`config.mk`:
```
export PLATFORM = sky130hd
export DESIGN_NAME = shift_unit_seq
export DESIGN_NICKNAME = d
export VERILOG_FILES = /design/src/rtl/shift_unit_seq.sv
export SDC_FILE = /design/constraint.sdc
export NUM_CORES = 1
export LEC_CHECK = 0
export BUFFER_PORTS_ARGS = -buffer_cell sky130_fd_sc_hd__buf_2
export CAP_MARGIN = 20
export CORE_MARGIN = 1.5
export CORE_UTILIZATION = 46
export DETAILED_ROUTE_END_ITERATION = 8
export GPL_ROUTABILITY_DRIVEN = 0
export GPL_TIMING_DRIVEN = 0
export PLACE_DENSITY = 0.83
export SLEW_MARGIN = 0
export SYNTH_ARGS = -nofsm -noshare
export SYNTH_HDL_FRONTEND = slang
export SYNTH_SLANG_ARGS = --single-unit
```
`constraint.sdc`:
```
create_clock -name CLK -period 1.45 [get_ports CLK]
set_clock_uncertainty 0.1 [all_clocks]
set_input_delay 0.145 -clock CLK [delete_from_list [all_inputs] [get_ports CLK]]
set_output_delay 0.145 -clock CLK [all_outputs]
set_load 0.05 [all_outputs]
```
`src/rtl/shift_unit_seq.sv`:
```
// Iterative multi-mode shifter (SLL/SRL/SRA/ROR/ROL), one bit position per clock,
// with valid/ready handshakes on the request and result sides.
module shift_unit_seq #(
    parameter int unsigned WIDTH   = 8,
    parameter int unsigned SHAMT_W = $clog2(WIDTH)
) (
    input  logic               CLK,
    input  logic               RESET,
    input  logic               IN_VALID,
    output logic               IN_READY,
    input  logic [WIDTH-1:0]   INPUT,
    input  logic [SHAMT_W-1:0] SHIFT,
    input  logic [2:0]         OP,
    input  logic               FLUSH,
    output logic               OUT_VALID,
    input  logic               OUT_READY,
    output logic [WIDTH-1:0]   OUT,
    output logic               CARRY,
    output logic               ZERO,
    output logic               BUSY
);

    localparam logic [2:0] OpSll = 3'b000;
    localparam logic [2:0] OpSrl = 3'b001;
    localparam logic [2:0] OpSra = 3'b010;
    localparam logic [2:0] OpRor = 3'b011;
    localparam logic [2:0] OpRol = 3'b100;

    typedef enum logic [1:0] {StIdle, StShift, StDone} state_e;

    state_e             state_q;
    logic [WIDTH-1:0]   data_q;
    logic [2:0]         op_q;
    logic [SHAMT_W-1:0] cnt_q;
    logic               carry_q;

    always_ff @(posedge CLK or negedge RESET) begin
        if (!RESET) begin
            state_q <= StIdle;
            data_q  <= '0;
            op_q    <= OpSll;
            cnt_q   <= '0;
            carry_q <= 1'b0;
        end else if (FLUSH) begin
            // Abort discards the result but leaves the data register untouched.
            state_q <= StIdle;
        end else begin
            unique case (state_q)
                StIdle: begin
                    if (IN_VALID) begin
                        data_q  <= INPUT;
                        op_q    <= OP;
                        cnt_q   <= SHIFT;
                        carry_q <= 1'b0;
                        // Zero-length shifts and reserved opcodes pass the operand through.
                        state_q <= (SHIFT == '0 || OP > OpRol) ? StDone : StShift;
                    end
                end
                StShift: begin
                    unique case (op_q)
                        OpSll: begin
                            data_q  <= {data_q[WIDTH-2:0], 1'b0};
                            carry_q <= data_q[WIDTH-1];
                        end
                        OpSrl: begin
                            data_q  <= {1'b0, data_q[WIDTH-1:1]};
                            carry_q <= data_q[0];
                        end
                        OpSra: begin
                            data_q  <= {data_q[WIDTH-1], data_q[WIDTH-1:1]};
                            carry_q <= data_q[0];
                        end
                        OpRor: begin
                            data_q  <= {data_q[0], data_q[WIDTH-1:1]};
                            carry_q <= data_q[0];
                        end
                        OpRol: begin
                            data_q  <= {data_q[WIDTH-2:0], data_q[WIDTH-1]};
                            carry_q <= data_q[WIDTH-1];
                        end
                        default: ;
                    endcase
                    cnt_q <= cnt_q - SHAMT_W'(1);
                    if (cnt_q == SHAMT_W'(1)) begin
                        state_q <= StDone;
                    end
                end
                StDone: begin
                    if (OUT_READY) begin
                        state_q <= StIdle;
                    end
                end
                default: state_q <= StIdle;
            endcase
        end
    end

    assign IN_READY  = (state_q == StIdle);
    assign BUSY      = (state_q == StShift);
    assign OUT_VALID = (state_q == StDone);
    assign OUT       = data_q;
    assign CARRY     = carry_q;
    // Qualified by OUT_VALID so the flag reads 0 out of reset despite OUT == 0.
    assign ZERO      = OUT_VALID && (data_q == '0);

endmodule

```
======== Word-level counts from Yosys, hierarchy flattened ========
Index checks and enable logic that the tools add are counted.
storage, ports and cells
  register bits ........................... 17
  input port bits ......................... 19
  logic and storage cells ................. 53
  output and inout bits ................... 13
operators by class
  equality and inequality tests ........... 15
  add/sub/neg operators ................... 1
  magnitude comparators ................... 1
  multiplexer cells ....................... 14
  bitwise gates (word level) .............. 1
  reductions and logical operators ........ 15
operators by type and width
  kind                                                                number
  8-bit one-hot mux with 5 select lines                               1
  8-bit one-hot mux with 2 select lines                               1
  2-bit 2-to-1 mux                                                    5
  3-bit by 2-bit != test with 1-bit output, second input constant     3
  3-bit AND reduction                                                 3
  8-bit zero test                                                     1
  8-bit 2-to-1 mux                                                    1
  4-bit AND reduction                                                 2
  3-bit by 1-bit == test with 1-bit output, second input constant     2
  3-bit by 2-bit == test with 1-bit output, second input constant     2
  3-bit zero test                                                     2
  6-bit by 1-bit != test with 1-bit output, second input constant     1
  2-bit one-hot mux with 3 select lines                               1
  3-bit one-hot mux with 2 select lines                               1
  5-bit by 1-bit != test with 1-bit output, second input constant     1
  5-bit AND reduction                                                 1
  2-bit != test, second input constant                                2
  1-bit one-hot mux with 2 select lines                               2
  3-bit == test, second input constant                                1
  3-bit greater-than comparator, second input constant                1
  3-bit 2-to-1 mux                                                    1
  3-bit != test, second input constant                                1
  3-bit OR reduction                                                  1
  3-bit by 1-bit subtractor with 3-bit output, second input constant  1
  9 further kinds                                                     9

======== Depth between registers and ports, before layout ========
  depth in word-level cells ............... 6
  mapped depth ............................ 6
  gate-level depth less buffers ........... 5

======== Least setup slack after synthesis ========
No wires, ideal clock.
  kind .................................... flip-flop to output port
  start point ............................. reg state_q[1]
  end point ............................... out ZERO
  arrival time ............................ 1.944 ns
  data required time ...................... 1.205 ns
  cell stages (with the launch flop) ...... 4
  path buffers ............................ 1
  setup slack ............................. -0.739 ns
  cells stage by stage .................... dfrtp_1 > clkbuf_2 > nor2b_1 > and3_1
on the way
  longest elaborated chain between the ends .. 2
ends and longest elaborated chain
  item                    RTL line  text
  from (decl)             31        state_e state_q;
  from (signal assigned)  39        state_q <= StIdle;
  from (signal assigned)  46        state_q <= StIdle;
  from (signal assigned)  56        state_q <= (SHIFT == '0 || OP > OpRol) ? StDone : StShift;
  2-bit == test           100       assign OUT_VALID = (state_q == StDone);
  via OUT_VALID           15        output logic OUT_VALID,
  1-bit logical AND       104       assign ZERO = OUT_VALID && (data_q == '0);
  to (decl)               19        output logic ZERO,
The timed path passes the listed nets, and every way through them passes these cells.

======== Worst setup path after layout ========
  start point ............................. reg state_q[0]
  end point ............................... out ZERO
on the way
  longest elaborated chain between the ends .. 2
ends and longest elaborated chain
  item               RTL line
  2-bit == test      100
  1-bit logical AND  104
No other way between the ends.

==> impl_metrics.json <==
{
  "ys_dominant_reg_cell": "sky130_fd_sc_hd__dfrtp_1",
  "yosys.cell_types.count": 38,
  "post-dp-hpwl_um": 2210,
  "tritoncts_clock_tree": "built",
  "post-route-min-period_ns": 1.66,
  "detail_route.drc_violations": 0,
  "power_mw": 3.44,
  "max_slew.worst_pin.slew_ns": 0.477,
  "post_drt_wl_per_cell_um": 20.3,
  "cts.path.max_buffers": 2,
  "first_global_vias": 1277,
  "grt_overflow_total": 0,
  "design.die.area_sq_mm": 0.00289,
  "routed-wl-met3_um": 201,
  "rsz0062_at_grt": "yes",
  "synthesis.nets": 139,
  "hold_path_class": "input pin to flip-flop",
  "rows": 18,
  "p_per_area_mw_per_mm2": 1770,
  "failed_checks": "negative setup slack",
  "timing.slew.headroom_pct": 67.7,
  "flow.area_growth_from_synthesis_pct": 64.1,
  "worst_skew_late_latency_ns": 0.30,
  "maximum_number_of_pins_on_one_net_before_global_route_repair": 18,
  "grt_usage_pct": 29.4,
  "ys.warnings.count": 0,
  "average_footprint_of_a_synthesized_cell_sq_um": 10.0,
  "fin_crit_share_pct": 115,
  "worst_setup_path_end_kind": "output pin",
  "worst_setup_path_startpoint": "state_q[0]$_DFFE_PN0P_",
  "die_span_in_y_um": 53.7,
  "drt_iter0_drc": 22,
  "sequential_cell_area_fraction_in_the_yosys_report_pct": 35.9,
  "timing.final.max_slew_violations": 0,
  "core_region_area_sq_mm": 0.00245,
  "tritoncts.num_buffers": 3,
  "setup_viol_count_final": 17,
  "sum_of_met2_wire_segment_lengths_after_detailed_routing_um": 2260,
  "synth_top_cell_by_area": "sky130_fd_sc_hd__dfrtp_1",
  "cts_htree_levels": 1,
  "final_critical_path_setup_slack_ns": -0.213,
  "met1_length_um": 1670,
  "max_clock_freq_ghz": 0.601,
  "yosys-top-cells-area": "sky130_fd_sc_hd__dfrtp_1 36%, sky130_fd_sc_hd__o211ai_1 6.3%, sky130_fd_sc_hd__mux2i_1 5.9%",
  "reg2reg_from": "state_q[1]$_DFFE_PN0P_",
  "start_util_pct": 48.2,
  "leakage_nw": 0.849,
  "depth_of_the_worst_register_to_register_path": 5,
  "reg_to_reg_end": "op_q[1]$_DFFE_PN0P_",
  "worstPathMaxFanout": 7,
  "synth_common_cells": "17 x sky130_fd_sc_hd__dfrtp_1, 11 x sky130_fd_sc_hd__inv_1, 10 x sky130_fd_sc_hd__o211ai_1, 7 x sky130_fd_sc_hd__mux2i_1, 7 x sky130_fd_sc_hd__nor2_1",
  "clock_tree.root_cell": "sky130_fd_sc_hd__clkbuf_4",
  "final-hold-violation-count": 0,
  "top_layer": "met4",
  "grt_first_pass_wirelength_um": 5960,
  "pre_cts_slack_ns": -0.220,
  "number_of_sinks_handled_by_clock_tree_synthesis": 17,
  "cp_data_required_time_ns": 1.21,
  "endpoint": "ZERO",
  "design.portCount": 32,
  "synthesis.area_sq_mm": 0.00118,
  "floorplan.die.width_um": 53.7,
  "design.final.nets": 202,
  "max_cap_viols": 0,
  "route.final.wire_length_um": 4260,
  "final_layout_size_suffix_gt1_share_pct": 62.2,
  "ir_worst_vdd_mv": 1.41,
  "grt_antenna_before_repair": 0,
  "critical_path_class": "flip-flop to output pin",
  "count_of_input_and_output_buffers": 31,
  "firstDrtPassIters": 4,
  "synth_top_area_share_pct": 35.9,
  "syn_inst": 118,
  "cts.reportedPaths.clkPinSlew_ns": 0.10,
  "synth_edf_count": 0,
  "route.antenna.remaining_nets": 0,
  "routed_via_count": 1311,
  "yosysMostFrequentCell": "sky130_fd_sc_hd__dfrtp_1",
  "reg_to_reg_setup_timing_slack_ns": -0.19,
  "diodes": 0,
  "drt-vias-per-instance": 6.24,
  "async_reset_ff_share_pct": 100,
  "ys_ff_latch": 17,
  "worstPathArrival_ns": 1.42,
  "start_kind": "flip-flop",
  "outcome": "finished, violations left"
}
-- layout by cell type, fill, tap and decap left out, drive strengths merged --
cell type	synthesis	layout
dfrtp	17	17
clkbuf	1	6
mux2i	7	7
nand2b	1	1
nor4	3	3
o22ai	1	1
o311a	1	1
a21oi	4	4
nand4bb	1	1
o311ai	1	1
or2	2	2
nand2	1	1
nor3b	1	1
nor2	7	7
nand4b	1	1
dlygate4sd3	0	4
a32o	2	2
o2bb2ai	1	1
nor2b	1	1
buf	7	60
ha	2	2
or3b	9	9
nor4bb	1	1
and3	2	2
mux2	5	5
o21ba	1	1
o211a	1	1
inv	12	12
a311o	1	1
o21ai	6	6
o21bai	1	1
o32ai	7	7
o211ai	10	10
-- how the worst min path moves through the flow --
stage,cells after the start,startpoint,end,slack [ns]
6_report,2,SHIFT[0],cnt_q[0]$_DFFE_PN0P_,0.02
3_5_place_dp,1,RESET,OUT[0]$_DFFE_PN0P_,-0.004
5_1_grt,2,SHIFT[0],cnt_q[0]$_DFFE_PN0P_,0.04
2_1_floorplan,0,RESET,CARRY$_DFFE_PN0P_,-0.25
3_3_place_gp,1,RESET,OUT[0]$_DFFE_PN0P_,-0.01
4_1_cts,2,SHIFT[0],cnt_q[0]$_DFFE_PN0P_,0.02
-- routing by layer --
metal | vias to the layer above | track usage [%]
met4 | 0 | 13.7
met3 | 16 | 4.44
li1 | 577 | -
met1 | 658 | 34.6
met2 | 60 | 52.0
met5 | - | 0
-- final cells by class --
type / instances / area [sq um]
fillers: 168 / 513
flip-flops and latches: 17 / 435
repair buffers: 59 / 474
inverters: 12 / 47.5
clock buffers: 4 / 26.3
multi-input cells: 81 / 843
well taps: 30 / 37.5
plain buffers: 7 / 77.6
-- worst max-delay path, stage by stage, from the launching register on --
cell and delay, ns:
sky130_fd_sc_hd__dfrtp_2 0.46, sky130_fd_sc_hd__buf_6 0.16, sky130_fd_sc_hd__nor2b_4 0.14, sky130_fd_sc_hd__and3_4 0.20
sky130_fd_sc_hd__buf_8 0.14
-- timing repair --
item | in CTS | in global routing
gates cloned | 0 | 1
endpoints found under the setup margin | 20 | 21
setup buffers | 20 | 3
gates resized for setup | 41 | 33
hold buffers | 4 | 0
hold endpoints to repair | 20 | 0
pin swaps | 14 | 13
-- logic make-up after synthesis --
kind of cell / after synthesis / share of synthesized area (%)
buf+inv: 20 / 8.46
compound gates: 37 / 25.1
fa+ha+maj: 2 / 2.11
mux: 12 / 11.3
simple gates: 30 / 17.1
flops: 17 / 35.9
-- metrics by stage --
step / instance area, sq um / cells / utilization, % / TNS [ns] / hold WS, ns
after global routing: 1940 / 210 / 79.1 / -3.37 / 0.0435
after floorplan: 1210 / 118 / - / -0.114 / -0.251
final: 1940 / 210 / 79.1 / -2.18 / 0.0155
after detailed placement: 1400 / 179 / 57.1 / -1.95 / -0.00379
after CTS: 1790 / 206 / 72.8 / -0.822 / 0.0165
after global placement: 1400 / 179 / 57.1 / -1.18 / -0.0113
-- power breakdown --
part | internal, mW | switching [mW] | leakage, nW
registers | 0.679 | 0.264 | 0.201
clock network | 0.108 | 0.161 | 0.0150
logic | 0.962 | 1.27 | 0.632
-- state kept, by name, summed over array words and instances, names as in the netlist --
| signal | flops |
|---|---|
| OUT | 8 |
| state_q | 2 |
| cnt_q | 3 |
| CARRY | 1 |
| op_q | 3 |
Power figures use the tool's default switching activity.
